### src/rtl/saturn_fetch.sv
// saturn_fetch: PC owner and nibble prefetcher feeding the saturn decoder.
// Optional SATURN_FETCH_STATS_EN adds o_fetch_count (accepted nibbles).
module saturn_fetch #(
    parameter int          FIFO_DEPTH = 4,
    parameter logic [19:0] RESET_PC   = 20'h00000
) (
    input  logic        i_clk,
    input  logic        i_reset,
    input  logic        i_en_fetch,
    output logic        o_mem_req,
    output logic [19:0] o_mem_addr,
    input  logic        i_mem_ack,
    input  logic [3:0]  i_mem_data,
    output logic        o_nib_valid,
    output logic [3:0]  o_nibble,
    output logic [19:0] o_pc,
    input  logic        i_consume,
    input  logic        i_jump,
    input  logic [19:0] i_jump_addr
`ifdef SATURN_FETCH_STATS_EN
    ,
    output logic [31:0] o_fetch_count
`endif
);
    localparam int AW = $clog2(FIFO_DEPTH);
    localparam int CW = AW + 1;
    localparam logic [CW-1:0] FULL = CW'(FIFO_DEPTH);

    typedef enum logic [1:0] {IDLE, REQ, DRAIN} state_t;

    state_t         r_state, w_state_nx;
    logic [19:0]    r_fetch_addr, r_head_pc, r_mem_addr;
    logic [19:0]    w_fetch_addr_nx, w_mem_addr_nx;
    logic [3:0]     r_fifo [FIFO_DEPTH];
    logic [AW-1:0]  r_wp, r_rp;
    logic [CW-1:0]  r_count, w_count_nx;
    logic           w_push, w_pop, w_busy;

    assign w_push      = (r_state == REQ) && i_mem_ack && !i_jump;
    assign w_pop       = i_consume && o_nib_valid && !i_jump;
    assign w_busy      = (r_state != IDLE) && !i_mem_ack;
    assign w_count_nx  = r_count + CW'(w_push) - CW'(w_pop);
    assign o_nib_valid = r_count != '0;
    assign o_nibble    = o_nib_valid ? r_fifo[r_rp] : 4'h0;
    assign o_pc        = r_head_pc;
    assign o_mem_req   = r_state != IDLE;
    assign o_mem_addr  = r_mem_addr;

    // A jump with a request still in flight must wait out that ack in DRAIN.
    always_comb begin
        w_state_nx      = r_state;
        w_mem_addr_nx   = r_mem_addr;
        w_fetch_addr_nx = r_fetch_addr;
        if (i_jump) begin
            w_fetch_addr_nx = i_jump_addr;
            w_state_nx      = w_busy ? DRAIN : REQ;
            w_mem_addr_nx   = w_busy ? r_mem_addr : i_jump_addr;
        end else if (r_state == IDLE) begin
            w_state_nx    = (r_count < FULL) ? REQ : IDLE;
            w_mem_addr_nx = (r_count < FULL) ? r_fetch_addr : r_mem_addr;
        end else if (i_mem_ack && r_state == REQ) begin
            w_fetch_addr_nx = r_fetch_addr + 20'd1;
            w_mem_addr_nx   = r_fetch_addr + 20'd1;
            w_state_nx      = (w_count_nx < FULL) ? REQ : IDLE;
        end else if (i_mem_ack) begin
            w_state_nx    = REQ;
            w_mem_addr_nx = r_fetch_addr;
        end
    end

    always_ff @(posedge i_clk) begin
        if (!i_reset) begin
            r_state      <= IDLE;
            r_fetch_addr <= RESET_PC;
            r_mem_addr   <= RESET_PC;
            r_head_pc    <= RESET_PC;
            r_wp         <= '0;
            r_rp         <= '0;
            r_count      <= '0;
        end else if (i_en_fetch) begin
            r_state      <= w_state_nx;
            r_fetch_addr <= w_fetch_addr_nx;
            r_mem_addr   <= w_mem_addr_nx;
            r_count      <= i_jump ? '0 : w_count_nx;
            r_wp         <= i_jump ? '0 : r_wp + AW'(w_push);
            r_rp         <= i_jump ? '0 : r_rp + AW'(w_pop);
            r_head_pc    <= i_jump ? i_jump_addr : r_head_pc + 20'(w_pop);
        end
    end

    always_ff @(posedge i_clk) begin
        if (i_reset && i_en_fetch && w_push) r_fifo[r_wp] <= i_mem_data;
    end

`ifdef SATURN_FETCH_STATS_EN
    logic [31:0] r_fetch_count;
    assign o_fetch_count = r_fetch_count;
    always_ff @(posedge i_clk) begin
        if (!i_reset) r_fetch_count <= '0;
        else if (i_en_fetch && w_push) r_fetch_count <= r_fetch_count + 32'd1;
    end
`endif
endmodule

### config.mk
export PLATFORM = sky130hd
export DESIGN_NAME = saturn_fetch
export DESIGN_NICKNAME = d
export VERILOG_FILES = /design/src/rtl/saturn_fetch.sv
export SDC_FILE = /design/constraint.sdc
export NUM_CORES = 1
export LEC_CHECK = 0
export CAP_MARGIN = 0
export CORE_ASPECT_RATIO = 1.2
export CORE_UTILIZATION = 45
export CTS_CLUSTER_SIZE = 10
export DETAILED_ROUTE_END_ITERATION = 16
export PLACE_DENSITY = 0.68
export SYNTH_ARGS = -nofsm -noshare
export SYNTH_HDL_FRONTEND = slang
export SYNTH_SLANG_ARGS = --single-unit
### constraint.sdc
create_clock -name i_clk -period 4.04 [get_ports i_clk]
set_clock_uncertainty 0.15 [all_clocks]
set_input_delay 0.606 -clock i_clk [delete_from_list [all_inputs] [get_ports i_clk]]
set_output_delay 0.606 -clock i_clk [all_outputs]
set_load 0.02 [all_outputs]
==> results.json <==
{
  "status": "complete, no violations",
  "synth_area_um2": 5030,
  "ctsHoldBuffers": 0,
  "leakagePower_nw": 2.09,
  "rsz0062_at_grt": "false",
  "avgSynthCellArea_um2": 8.60,
  "synth_top_family_by_area": "simple AND/OR/NAND/NOR gates",
  "fin_total_pwr_mw": 2.07,
  "layout.nets": 673,
  "overflow": 0,
  "antenna_cells": 0,
  "synthTopCellsByArea": "dfxtp_1, edfxtp_1, nand2_1",
  "track_usage": 0.252,
  "synth_cells": 585,
  "grt_max_degree": 58,
  "synth-xor-area-share": 0.0365,
  "slew_headroom": 0.490,
  "r2r-start": "r_count[1]",
  "synth_top_area_frac": 0.282,
  "hold_class": "flip-flop to flip-flop",
  "synth_ff_type": "dfxtp_1",
  "r2r_slack_ns": 1.18,
  "via_per_inst": 6.31,
  "ys_seq_area_frac": 0.378,
  "whs_endpoint": "o_mem_addr[6]",
  "initial_core_util": 0.469,
  "fin_setup_tns_ns": 0,
  "routedWlPerCell_um": 18.6,
  "first_global_vias": 4465,
  "path_class": "input pin to flip-flop",
  "dr.pass1.iters": 8,
  "wl_um": 14400,
  "syn-num-nets": 620,
  "core_um2": 10700,
  "max_clock_freq_mhz": 320,
  "yosysTopAreaCell": "dfxtp_1",
  "gp_congestion": 0.849,
  "cts_tree": "yes",
  "synthAdderAreaFrac": 0.0139,
  "ioPinCount": 76,
  "die_w_um": 98.5,
  "hold_violations": 0,
  "arrival_ns": 3.21,
  "io_buffers": 75,
  "dr_total_vias": 4872,
  "min_path_cells": 2,
  "synth_edf_count": 16,
  "r2r-end": "r_state[0]",
  "cts.sinks": 87,
  "htreeDepth": 3,
  "clk_pin_slew_ns": 0.07,
  "netlist-cell-type-count": 75,
  "worstMarginPinSlew_ns": 0.760,
  "timing.hold.ws_ns": 0.306,
  "cellPowerDensity_nw_per_um2": 341,
  "clockBufferDepth": 2,
  "cp_max_fo": 10,
  "synth_warnings": 0,
  "fp-row-count": 41,
  "numCtsBuffers": 9,
  "critPathCaptureType": "flip-flop",
  "ys_ff_latch": 87,
  "area_delta_synth_final_pct": 20.8,
  "drive_gt1_frac": 0.0933,
  "synth_compound_gate_area_share": 0.226,
  "antenna_found_initial": 0,
  "finalSetupViolCount": 0,
  "drtIter0Drc": 330,
  "dpl.hpwl_um": 10000,
  "cts_root_buf": "clkbuf_16",
  "drc_errors": 0,
  "cts_setup_buffers": 0,
  "period_needed_ns": 3.13,
  "worst-r2r-cell-count": 12,
  "crit_path_start_kind": "input pin",
  "required_ns": 4.12,
  "post_cts_resized": 0,
  "die_h_um": 118,
  "ys_async_sr_fraction": 0,
  "clk_latency_ns": 0.35,
  "hp-start": "o_mem_addr[6]",
  "drv_cap": 0,
  "vdd.ir_drop.worst_v": 0.000178,
  "synth-simple-area-share": 0.262,
  "die_area_um2": 11600,
  "slew_violations": 0,
  "grt_pass1_wl_um": 23000,
  "antenna_left": 0,
  "fin_crit_sh": 0.774,
  "synthMuxAreaShare": 0.0338
}
==> placed cells by master (no fill, tap or decap), types with 13 or more instances in the layout <==
cell type | synthesis | final
o21ai_0 | 42 | 42
clkdlybuf4s50_1 | 0 | 73
nor2_1 | 44 | 44
nand3_1 | 40 | 40
dfxtp_1 | 71 | 71
o31ai_1 | 13 | 13
edfxtp_1 | 16 | 16
a21oi_1 | 34 | 34
nand2_1 | 61 | 61
==> power breakdown <==
part	switching, mW	internal (mW)	leakage, nW
clock	0.369	0.418	0.134
combinational	0.186	0.135	1.23
sequential	0.0468	0.919	0.725
total	0.601	1.47	2.09
==> logic make-up after synthesis <==
| logic type | Yosys count |
|---|---|
| adders and majority gates | 5 |
| buffers and inverters | 54 |
| xor gates and xnor gates | 21 |
| AOI/OAI and AO/OA | 173 |
| and+or+nand+nor | 233 |
| muxes | 12 |
| DFF | 87 |
==> registers in the layout (all words and copies together) (netlist names), named ones only <==
register and count:
r_fetch_addr 20, r_state 2, r_count 3, r_fifo 16
r_wp 2, o_mem_addr 20, r_rp 2, o_pc 20
==> per-stage QoR <==
| stage | utilization | cell area, um^2 | setup slack, ns | cells |
|---|---|---|---|---|
| 6_report | 0.567 | 6080 | 0.912 | 772 |
| 5_1_grt | 0.567 | 6080 | 0.779 | 772 |
| 4_1_cts | 0.567 | 6080 | 0.943 | 772 |
| 3_5_place_dp | 0.541 | 5800 | 0.583 | 756 |
| 3_3_place_gp | 0.541 | 5800 | 0.693 | 756 |
| 2_1_floorplan | - | 5030 | 1.21 | 585 |
==> critical path: stages <==
cell,delay [ns]
clkdlybuf4s50_1,0.56
and3b_1,0.42
nor2_1,0.23
a21o_1,0.12
ha_1,0.14
inv_1,0.05
fa_1,0.37
xnor2_1,0.26
xnor2_1,0.17
a21oi_1,0.09
a21oi_1,0.15
nor2_1,0.05
==> per-layer routing <==
layer | global-route usage | vias to the layer above | routed length [um]
met3 | 0.0469 | 27 | 1020
met5 | 0 | - | 0
met4 | 0.106 | 0 | 288
li1 | - | 2297 | -
met1 | 0.321 | 2345 | 6020
met2 | 0.415 | 203 | 7050
==> final cells by class <==
cell class | count | area, um^2
multi-input cells | 444 | 2880
inverters | 9 | 33.8
repair buffers | 87 | 831
fillers | 979 | 4640
flip-flops and latches | 87 | 1900
clock buffers | 9 | 225
clock inverters | 7 | 47.5
well taps | 129 | 161
==> how the worst max path moves through the flow <==
stage / from / cells after the start / end / slack [ns]
2_1_floorplan: i_jump / 13 / r_state[0] / 1.21
3_3_place_gp: i_mem_ack / 12 / r_state[0] / 0.69
3_5_place_dp: i_mem_ack / 12 / r_state[0] / 0.58
4_1_cts: i_mem_ack / 12 / r_state[0] / 0.94
5_1_grt: i_mem_ack / 12 / r_state[0] / 0.78
6_report: i_mem_ack / 12 / r_state[0] / 0.91
==> synth_stat cells (10+ instances only) <==
| library cell | number |
|---|---|
| xor2_1 | 11 |
| nor2b_1 | 10 |
| nor2_1 | 44 |
| o21ai_0 | 42 |
| a21oi_1 | 34 |
| nand2_1 | 61 |
| o31ai_1 | 13 |
| buf_4 | 10 |
| dfxtp_1 | 71 |
| a31oi_1 | 12 |
| nand4_1 | 12 |
| clkbuf_1 | 19 |
| buf_2 | 11 |
| edfxtp_1 | 16 |
| nand3_1 | 40 |
| xnor2_1 | 10 |
Power figures use the tool's default switching activity.
